--- src/rtl/fpga_status_led_ctrl.sv ---
// ---------------------------------------------------------------------------
// fpga_status_led_ctrl
//
// Board-status LED controller. Drives NUM_LEDS independently moded LED
// channels from a shared blink timebase. Each channel can also stretch
// short event strobes into visible pulses. Once the SoC reports an exit,
// a sticky pass/fail pattern replaces all channel modes.
//
// Ports
//   clk_i          : system clock
//   rst_i          : synchronous active-high reset
//   mode_i         : per-channel mode, channel k uses [2k+1:2k]
//                    (00 off, 01 on, 10 blink, 11 event-stretch)
//   half_period_i  : blink half-period in cycles (0 is treated as 1)
//   event_i        : per-channel event strobes, level-sampled every cycle
//   exit_valid_i   : SoC exit-valid
//   exit_value_i   : SoC exit value (0 = pass)
//   led_o          : registered LED drive, active-high
//   blink_phase_o  : current shared blink phase
//   exit_latched_o : high once an exit has been captured
// ---------------------------------------------------------------------------
module fpga_status_led_ctrl #(
   parameter int NUM_LEDS       = 4,
   parameter int CNT_WIDTH      = 27,
   parameter int STRETCH_CYCLES = 16
) (
   input  logic                  clk_i,
   input  logic                  rst_i,
   input  logic [2*NUM_LEDS-1:0] mode_i,
   input  logic [CNT_WIDTH-1:0]  half_period_i,
   input  logic [NUM_LEDS-1:0]   event_i,
   input  logic                  exit_valid_i,
   input  logic [31:0]           exit_value_i,
   output logic [NUM_LEDS-1:0]   led_o,
   output logic                  blink_phase_o,
   output logic                  exit_latched_o
);

   localparam int SW = $clog2(STRETCH_CYCLES + 1);
   localparam logic [SW-1:0] STRETCH_LOAD = SW'(STRETCH_CYCLES);

   // Shared blink timebase
   logic [CNT_WIDTH-1:0] cnt_reg, cnt_next;
   logic [CNT_WIDTH-1:0] eff;
   logic                 phase_reg, phase_next;

   // Sticky exit capture
   logic                 exit_latched_reg, exit_latched_next;
   logic [31:0]          exit_code_reg, exit_code_next;

   // LED drive
   logic [NUM_LEDS-1:0]  chan_val;
   logic [NUM_LEDS-1:0]  phase_vec;
   logic [NUM_LEDS-1:0]  fail_slice;
   logic [NUM_LEDS-1:0]  led_reg, led_next;

   // -----------------------------------------------------------------------
   // Blink timebase. The ">=" compare means that when half_period_i drops
   // below the running count, the counter wraps on the next cycle instead
   // of running on to its overflow.
   // -----------------------------------------------------------------------
   always_comb begin
      eff        = (half_period_i == '0) ? CNT_WIDTH'(1) : half_period_i;
      cnt_next   = cnt_reg + CNT_WIDTH'(1);
      phase_next = phase_reg;
      if (cnt_reg >= eff - CNT_WIDTH'(1)) begin
         cnt_next   = '0;
         phase_next = ~phase_reg;
      end
   end

   // -----------------------------------------------------------------------
   // Per-channel stretch counter and mode mux
   // -----------------------------------------------------------------------
   generate
      for (genvar gi = 0; gi < NUM_LEDS; gi++) begin : g_chan
         logic [SW-1:0] stretch_reg, stretch_next;
         logic [1:0]    mode_k;

         assign mode_k = mode_i[2*gi +: 2];

         // A new event reloads the counter even when it is about to expire,
         // so back-to-back events never leave a dark gap. The counter runs
         // in every mode, so switching into stretch mode shows any time left.
         always_comb begin
            stretch_next = stretch_reg;
            if (event_i[gi]) begin
               stretch_next = STRETCH_LOAD;
            end else if (stretch_reg != '0) begin
               stretch_next = stretch_reg - SW'(1);
            end
         end

         always_ff @(posedge clk_i) begin
            if (rst_i) begin
               stretch_reg <= '0;
            end else begin
               stretch_reg <= stretch_next;
            end
         end

         // The counter loaded by the event edge drives the LED on the
         // following edges, giving exactly STRETCH_CYCLES lit cycles per
         // isolated event.
         assign chan_val[gi] = (mode_k == 2'b00) ? 1'b0 :
                               (mode_k == 2'b01) ? 1'b1 :
                               (mode_k == 2'b10) ? phase_reg :
                                                   (stretch_reg != '0);
      end
   endgenerate

   // -----------------------------------------------------------------------
   // Exit capture and output override
   // -----------------------------------------------------------------------
   assign phase_vec  = {NUM_LEDS{phase_reg}};
   assign fail_slice = exit_code_reg[NUM_LEDS-1:0];

   always_comb begin
      exit_latched_next = exit_latched_reg;
      exit_code_next    = exit_code_reg;
      if (exit_valid_i && !exit_latched_reg) begin
         exit_latched_next = 1'b1;
         exit_code_next    = exit_value_i;
      end

      led_next = chan_val;
      if (exit_latched_reg) begin
         if (exit_code_reg == 32'd0) begin
            led_next = '1;
         end else if (fail_slice == '0) begin
            // The failure code has no bits in the visible slice. Blink
            // everything so that a failure never looks dark.
            led_next = phase_vec;
         end else begin
            led_next = fail_slice & phase_vec;
         end
      end
   end

   always_ff @(posedge clk_i) begin
      if (rst_i) begin
         cnt_reg          <= '0;
         phase_reg        <= 1'b0;
         exit_latched_reg <= 1'b0;
         exit_code_reg    <= '0;
         led_reg          <= '0;
      end else begin
         cnt_reg          <= cnt_next;
         phase_reg        <= phase_next;
         exit_latched_reg <= exit_latched_next;
         exit_code_reg    <= exit_code_next;
         led_reg          <= led_next;
      end
   end

   assign led_o          = led_reg;
   assign blink_phase_o  = phase_reg;
   assign exit_latched_o = exit_latched_reg;

endmodule
--- config.mk ---
export PLATFORM = sky130hd
export DESIGN_NAME = fpga_status_led_ctrl
export DESIGN_NICKNAME = d
export VERILOG_FILES = /design/src/rtl/fpga_status_led_ctrl.sv
export SDC_FILE = /design/constraint.sdc
export NUM_CORES = 1
export LEC_CHECK = 0
export BUFFER_PORTS_ARGS = -buffer_cell sky130_fd_sc_hd__buf_2
export CORE_MARGIN = 2
export CORE_UTILIZATION = 45
export DETAILED_ROUTE_END_ITERATION = 6
export HOLD_SLACK_MARGIN = 0.02
export PLACE_DENSITY = 0.73
export SKIP_LAST_GASP = 1
export SYNTH_ARGS = -nofsm -noshare
export SYNTH_HDL_FRONTEND = slang
export SYNTH_SLANG_ARGS = --single-unit
--- constraint.sdc ---
create_clock -name clk_i -period 11.3 [get_ports clk_i]
set_input_delay 2.26 -clock clk_i [delete_from_list [all_inputs] [get_ports clk_i]]
set_output_delay 2.26 -clock clk_i [all_outputs]
set_load 0.01 [all_outputs]
==> summary.md, run 1 <==
| Metric | Value |
|---|---|
| Minimum clock period | `between 6000 and 7000 ps` |
| Hold crit path type | `reg2reg` |
| Main combinational cell family by area after synthesis | `simple AND/OR/NAND/NOR gates` |
| PortBufs | `79` |
| Simple-gate share of the synthesized area | `~27%` |
| Post-CTS setup buffer count | `0` |
| Initial Utilization | `46.5%` |
| Crit-path max FO | `27` |
| Post-synth ARST share | `0%` |
| TNS Setup | `0 ps` |
| Max stage delay on crit path | `approximately 930 ps` |
| Via count | `4039` |
| Kind of critical path | `in2reg` |
| Worst path cell trace | `buf_2 > or4_4 > nor4_1 > nand2_1 > nor2_1 > a21oi_1 > ha_1 > nand2b_1 > or4_4 > nor3_4 > and3b_1 > and2b_1 > xnor2_1 > ha_1 > a21oi_1 > o21ai_0 > a21oi_1 > o211ai_1 > or4_1 > nor2_1` |
| Clock power share | `31.9%` |
| Nets | `roughly 740` |
| Register bit total from synthesis | `85` |
| Synth top area cells | `dfxtp_1, ha_1, xnor2_1` |
| P_sw | `~0.20 mW` |
| Post-synthesis xor/xnor area fraction | `11.8%` |
| Post-Layout Cell Count | `771` |
| Fmax achieved | `148 MHz` |
| Drt drc | `0` |
| Cell taking the most area after synthesis | `dfxtp_1` |
| Critical Path Most Common Cell | `a21oi_1` |
| WP buf/inv | `1` |
| Comb power frac | `18.7%` |
| Final worst slack | `4560 ps` |
| TritonCTS clock tree | `yes` |
| Pins Over Slew Limit | `0` |
| P_int | `0.479 mW` |
| Max Cap Violations | `0` |
| Final wirelength | `just over 10000 µm` |
| Cell Area, Synth | `roughly 4500 µm²` |
| Skew final | `9.49 ps` |
| Initial DRC count | `155` |
| Syn_area_per_cell | `8.07 µm²` |
| Static leakage | `about 2.1 nW` |
| Final instance area | `~5200 µm²` |
| Initial antenna violation count | `0` |
| Largest net degree at the start of global routing | `57` |
| First drt pass iteration count | `4` |
| Critical Path RT | `between 10000 and 15000 ps` |
| CP endpoint kind | `register` |
| Die area | `about 11000 µm²` |
| Share of cells above drive strength 1 | `16.0%` |
| Pwr dens | `129 nW/µm²` |
| Compound-Gate Fraction of Synth Area | `10.3%` |
| Resize count post-CTS | `0` |
| Drt wl/cell | `13.0 µm` |
| Hpwl dp | `7680 µm` |
| Clock Path Buffers | `2` |
| Num ports | `80` |
| Place WS | `4250 ps` |
| Syn-to-layout area delta | `15.2%` |
| Headroom to the max-slew limit | `between 20% and 30%` |
| Max reg flops | `32` |
| CTS clk-pin slew, worst paths | `90 ps` |
| Final core area utilization | `approximately 54%` |
| Yosys warning total | `0` |
| Final setup fails | `0` |
| Net Sw Frac | `28.9%` |
| RSZ-0062 raised after global routing | `false` |
| Yosys top cell area share | `37.5%` |
| Row count | `36` |
| Final hold vios | `0` |
| RePlAce Congestion | `0.869` |
| Number of routed nets with antenna violations | `0` |
| Worst Setup Start Kind | `primary input` |
| Max VDD drop | `0.0000954 V` |
| Worst hold margin | `458 ps` |
| Root Driver | `clkbuf_8` |
| EDFF count, synth | `0` |
| Slew of the pin with the lowest slew margin | `1120 ps` |
| Die Span Y | `104 µm` |
| Sequential area share after synthesis | `between 30% and 40%` |
| Via/cell ratio | `5.24` |
| Period utilisation layout | `between 50% and 60%` |
| Hold-fix buffers at CTS | `0` |
| Vias in the first global route | `about 4000` |
| Crit path DAT | `7010 ps` |
| Mux share of post-synthesis cell area | `0.248%` |
| First-pass GRT wire length | `17200 µm` |
| Syn Nets | `~670` |
| Dominant synthesized flop cell | `dfxtp_1` |
| Core ar. | `around 10000 µm²` |
| Die Wd | `104 µm` |
| Grt ovf | `0` |
| Sink Count | `85` |
| Post-Syn Instances | `around 560` |
| H-tree levels | `3` |
| Antenna cells | `0` |
| Area after DPL | `5030 µm²` |
| All-Layer GR Usage | `18.9%` |
| Worst path top cell family by delay | `simple AND/OR/NAND/NOR gates` |
| Num CTS Buffers | `9` |
| Total power | `0.674 mW` |
| Synth cell types | `37` |
| Critical path's slowest cell | `or4_1` |
| Share of power burned in registers | `49.4%` |
| Placed cell count | `755` |
| Post-synthesis adder-cell area fraction | `under 10%` |
| Clock latency on the worst-skew pair | `350 ps` |
| Status | `complete, no violations` |
==> worst paths after layout <==
path	start	endpoint	slack [ps]	depth (start not counted)
setup / recovery	half_period_i[3]	cnt_reg[8]	4560	20
hold / removal	exit_code_reg[11]	exit_code_reg[11]	460	2
setup reg to reg	cnt_reg[1]	cnt_reg[8]	8670	7
hold reg to reg	exit_code_reg[11]	exit_code_reg[11]	460	2
==> power groups by stage <==
stage / registers, mW / logic [mW] / clock network, mW
2_1_floorplan: 0.337 / 0.0911 / 0
3_3_place_gp: 0.339 / 0.121 / 0
3_5_place_dp: 0.340 / 0.127 / 0
4_1_cts: 0.333 / 0.127 / 0.220
5_1_grt: 0.336 / 0.145 / 0.233
6_report: 0.333 / 0.126 / 0.215
==> metal layers <==
| metal | GRT usage, % | up-vias | wire (µm) |
|---|---|---|---|
| li1 | - | 2094 | - |
| met1 | 24.7 | 1845 | 4850 |
| met2 | 31.2 | 86 | 4620 |
| met3 | 3.26 | 14 | 419 |
| met4 | 7.14 | 0 | 158 |
| met5 | 0 | - | 0 |
==> cell usage in the layout, fill, tap and decap left out, types with 3 or more instances in the layout <==
cell type / netlist / routed
a2111oi_0: 3 / 3
a211oi_1: 8 / 8
a21oi_1: 50 / 50
a31oi_1: 5 / 5
and4_1: 3 / 3
buf_2: 0 / 79
clkbuf_8: 0 / 9
clkinvlp_4: 0 / 3
dfxtp_1: 85 / 85
ha_1: 36 / 36
inv_1: 20 / 20
nand2_1: 86 / 86
nand2b_1: 3 / 3
nand3_1: 14 / 14
nand3b_1: 4 / 4
nand4_1: 13 / 13
nor2_1: 65 / 65
nor3_1: 31 / 31
nor4_1: 16 / 16
o21ai_0: 8 / 8
or3_1: 9 / 9
or4_1: 3 / 3
xnor2_1: 41 / 41
xor2_1: 20 / 20
==> cell type report <==
type | count | area, µm²
Clock buffer | 9 | 124
Timing Repair Buffer | 80 | 403
Multi-Input combinational cell | 437 | 2690
Tap cell | 133 | 166
Clock inverter | 7 | 75.1
Inverter | 20 | 75.1
Sequential cell | 85 | 1700
Fill cell | 924 | 4540
==> worst register-to-register path, delay by kind of cell, from the launching register on <==
family                   cells  cell delay, ps
adder cells (fa/ha/maj)      1             270
AO/OA/AOI/OAI                3             650
AND/OR/NAND/NOR              3            1200
flip-flops                   1             420
==> cell usage after synthesis (13+ instances only) <==
| library cell | count |
|---|---|
| nand2_1 | 86 |
| dfxtp_1 | 85 |
| nor2_1 | 65 |
| a21oi_1 | 50 |
| xnor2_1 | 41 |
| ha_1 | 36 |
| nor3_1 | 31 |
| inv_1 | 20 |
| xor2_1 | 20 |
| clkbuf_1 | 19 |
| nor4_1 | 16 |
| nand3_1 | 14 |
| nand4_1 | 13 |
==> logic make-up after synthesis <==
| family | Yosys count |
|---|---|
| fa+ha+maj | 36 |
| xor+xnor | 61 |
| flops | 85 |
| simple gates | 258 |
| mux | 1 |
| buf+inv | 41 |
| compound gates | 81 |
Note: power is estimated with default switching activity, not from simulation.
==> run 2: changes to the inputs <==
Clock period 11.3 ns to 6.25 ns, I/O delays scaled along.
==> run 2 against run 1 <==
  * Clock-buffer cell count stayed put
  * Total power up 81%
  * Register-to-register slack got worse by 4700 ps
  * Sequential share of layout area hardly changed
  * Routed wire length shrank 1.7%
  * Critical path depth is 1 higher
  * First-iteration DRC count down 22%
  * Cell count increased by 0.13%
  * Clock power is 80% higher
  * Via count down 1.4%
  * Combinational power increased by 82%
==> summary.md, run 2 (synthesis results as in run 1) <==
| Metric | Value |
|---|---|
| Status | `complete, no violations (unchanged)` |
| Static leakage | `2.10 nW (was 2.09 nW)` |
| H-tree levels | `3 (unchanged)` |
| Drt drc | `0 (unchanged)` |
| Slew of the pin with the lowest slew margin | `1120 ps (about the same)` |
| Setup slack, reg-to-reg | `3940 ps (was 8670 ps)` |
| Hold EP | `exit_code_reg[29] (was exit_code_reg[11])` |
| Resize count post-CTS | `0 (unchanged)` |
| Syn-to-layout area delta | `15.3% (was 15.2%)` |
| Vias in the first global route | `3797 (was 3939)` |
| Crit-path max FO | `27 (unchanged)` |
| Crit path DAT | `5670 ps (was 7010 ps)` |
| FF-to-FF End | `cnt_reg[15] (was cnt_reg[8])` |
| Die area | `10900 µm² (unchanged)` |
| Max stage delay on crit path | `560 ps (was 930 ps)` |
| Commonest non-fill, non-tap cell in the layout | `nand2_1 (unchanged)` |
| Clock power share | `31.7% (was 31.9%)` |
| Via/cell ratio | `5.16 (was 5.24)` |
| CTS clk-pin slew, worst paths | `90 ps (about the same)` |
| Final instance area | `5240 µm² (was 5230 µm²)` |
| Max VDD drop | `0.000202 V (was 0.0000954 V)` |
| Minimum clock period | `5390 ps` |
| Multi-input logic area | `2690 µm² (unchanged)` |
| Grt ovf | `0 (unchanged)` |
| Die Wd | `104 µm (unchanged)` |
| Hold crit path type | `reg2reg (unchanged)` |
| Share of power burned in registers | `49.5% (was 49.4%)` |
| Sink Count | `85 (unchanged)` |
| Kind of critical path | `in2reg (unchanged)` |
| PortBufs | `79 (unchanged)` |
| TNS Setup | `0 ps (unchanged)` |
| Pins Over Slew Limit | `0 (unchanged)` |
| Comb power frac | `18.8% (was 18.7%)` |
| First drt pass iteration count | `4 (unchanged)` |
| Core ar. | `9770 µm² (unchanged)` |
| Post-CTS setup buffer count | `0 (unchanged)` |
| Num ports | `80 (unchanged)` |
| Area after DPL | `5040 µm² (was 5030 µm²)` |
| Pwr dens | `232 nW/µm² (was 129 nW/µm²)` |
| Nets | `744 (was 743)` |
| Fmax achieved | `186 MHz` |
| Hold-fix buffers at CTS | `0 (unchanged)` |
| Cell depth of the worst flop-to-flop path | `8 (was 7)` |
| Num CTS Buffers | `9 (unchanged)` |
| RSZ-0062 raised after global routing | `false (unchanged)` |
| Register area | `1700 µm² (unchanged)` |
| Clock latency on the worst-skew pair | `350 ps (about the same)` |
| Critical Path Most Common Cell | `a21oi_1 (unchanged)` |
| P_sw | `0.350 mW (was 0.195 mW)` |
| Initial antenna violation count | `0 (unchanged)` |
| P_int | `0.866 mW (was 0.479 mW)` |
| Critical Path RT | `6540 ps (was 11570 ps)` |
| Via count | `3982 (was 4039)` |
| Root Driver | `clkbuf_8 (unchanged)` |
| Final setup fails | `0 (unchanged)` |
| Largest net degree at the start of global routing | `57 (unchanged)` |
| First-pass GRT wire length | `17000 µm (was 17200 µm)` |
| Final wirelength | `9880 µm (was 10100 µm)` |
| Final hold vios | `0 (unchanged)` |
| Critical path's slowest cell | `or4_4 (was or4_1)` |
| TritonCTS clock tree | `yes (unchanged)` |
| Drt wl/cell | `12.8 µm (was 13.0 µm)` |
| Hold Path Origin | `exit_code_reg[29] (was exit_code_reg[11])` |
| RePlAce Congestion | `0.860 (was 0.869)` |
| Max Cap Violations | `0 (unchanged)` |
| Worst hold stages | `2 (unchanged)` |
| Number of routed nets with antenna violations | `0 (unchanged)` |
| Max reg flops | `32 (unchanged)` |
| Skew final | `7.77 ps (was 9.49 ps)` |
| All-Layer GR Usage | `18.6% (was 18.9%)` |
| Fill count | `941 (was 924)` |
| Headroom to the max-slew limit | `24.7% (was 25.3%)` |
| Worst path cell trace | `buf_2 > or4_4 > nor4_1 > nand2_1 > nor2_1 > a21oi_1 > ha_1 > nand2b_1 > or4_4 > nor3_4 > and3b_1 > and2b_1 > xnor2_1 > ha_1 > a21oi_1 > o21ai_0 > a21oi_1 > o211ai_1 > or4_1 > buf_4 > nor2_1 (was buf_2 > or4_4 > nor4_1 > nand2_1 > nor2_1 > a21oi_1 > ha_1 > nand2b_1 > or4_4 > nor3_4 > and3b_1 > and2b_1 > xnor2_1 > ha_1 > a21oi_1 > o21ai_0 > a21oi_1 > o211ai_1 > or4_1 > nor2_1)` |
| CP endpoint kind | `register (unchanged)` |
| Initial Utilization | `46.5% (unchanged)` |
| Antenna cells | `0 (unchanged)` |
| Hpwl dp | `7620 µm (was 7680 µm)` |
| Initial DRC count | `121 (was 155)` |
| Worst R2R Start | `cnt_reg[1] (unchanged)` |
| Clock Path Buffers | `2 (unchanged)` |
| Worst Setup Start Kind | `primary input (unchanged)` |
| Period utilisation layout | `86.2%` |
| Row count | `36 (unchanged)` |
| Die Span Y | `104 µm (unchanged)` |
| Final core area utilization | `53.6% (was 53.5%)` |
| Share of cells above drive strength 1 | `16.1% (was 16.0%)` |
| Most frequent cells in the layout | `nand2_1, dfxtp_1, buf_2 (unchanged)` |
| Net Sw Frac | `28.8% (was 28.9%)` |
## run 2: cell type report
type	count	area share (%)
multi-input cells	437	51.3
flip-flops and latches	85	32.5
repair buffers	81	7.84
well taps	133	3.18
clock buffers	9	2.37
inverters	20	1.43
clock inverters	7	1.39
## run 2: per-stage QoR
| stage | setup WS [ps] | hold WS, ps | instances | total power, mW |
|---|---|---|---|---|
| after floorplan | 888 | 436 | 563 | 0.774 |
| after detailed placement | 526 | 450 | 756 | 0.843 |
| after global routing | 448 | 480 | 772 | 1.29 |
| after global placement | 663 | 444 | 756 | 0.833 |
| after CTS | 875 | 462 | 772 | 1.23 |
| final | 865 | 461 | 772 | 1.22 |
## run 2: worst max-delay path, delay by kind of cell
family	cells	cell delay, ps
AOI/OAI and AO/OA	5	570
buffers and inverters	2	370
xor gates and xnor gates	1	130
adders and majority gates	2	560
and+or+nand+nor	11	2800
## run 2: power by group through the flow
stage | logic (mW) | registers [mW] | clock network [mW]
3_5_place_dp | 0.229 | 0.614 | 0
2_1_floorplan | 0.165 | 0.609 | 0
4_1_cts | 0.231 | 0.602 | 0.395
5_1_grt | 0.264 | 0.607 | 0.417
3_3_place_gp | 0.220 | 0.613 | 0
6_report | 0.229 | 0.602 | 0.386
## run 2: how the worst max path moves through the flow
stage	from	to	slack, ps	depth (start not counted)
floorplan	half_period_i[3]	cnt_reg[10]	890	21
global placement	half_period_i[3]	cnt_reg[25]	660	21
detailed placement	half_period_i[3]	cnt_reg[2]	530	21
CTS	half_period_i[3]	cnt_reg[15]	870	21
global route	half_period_i[3]	cnt_reg[25]	450	21
finish	half_period_i[3]	cnt_reg[15]	860	21
## run 2: metal layers
layer	track usage [%]	share of wire [%]	up-vias
met1	24.8	48	1787
met3	4.07	5.2	12
met5	0	0	-
met4	5.12	1.2	0
met2	30.4	45	92
li1	-	-	2091
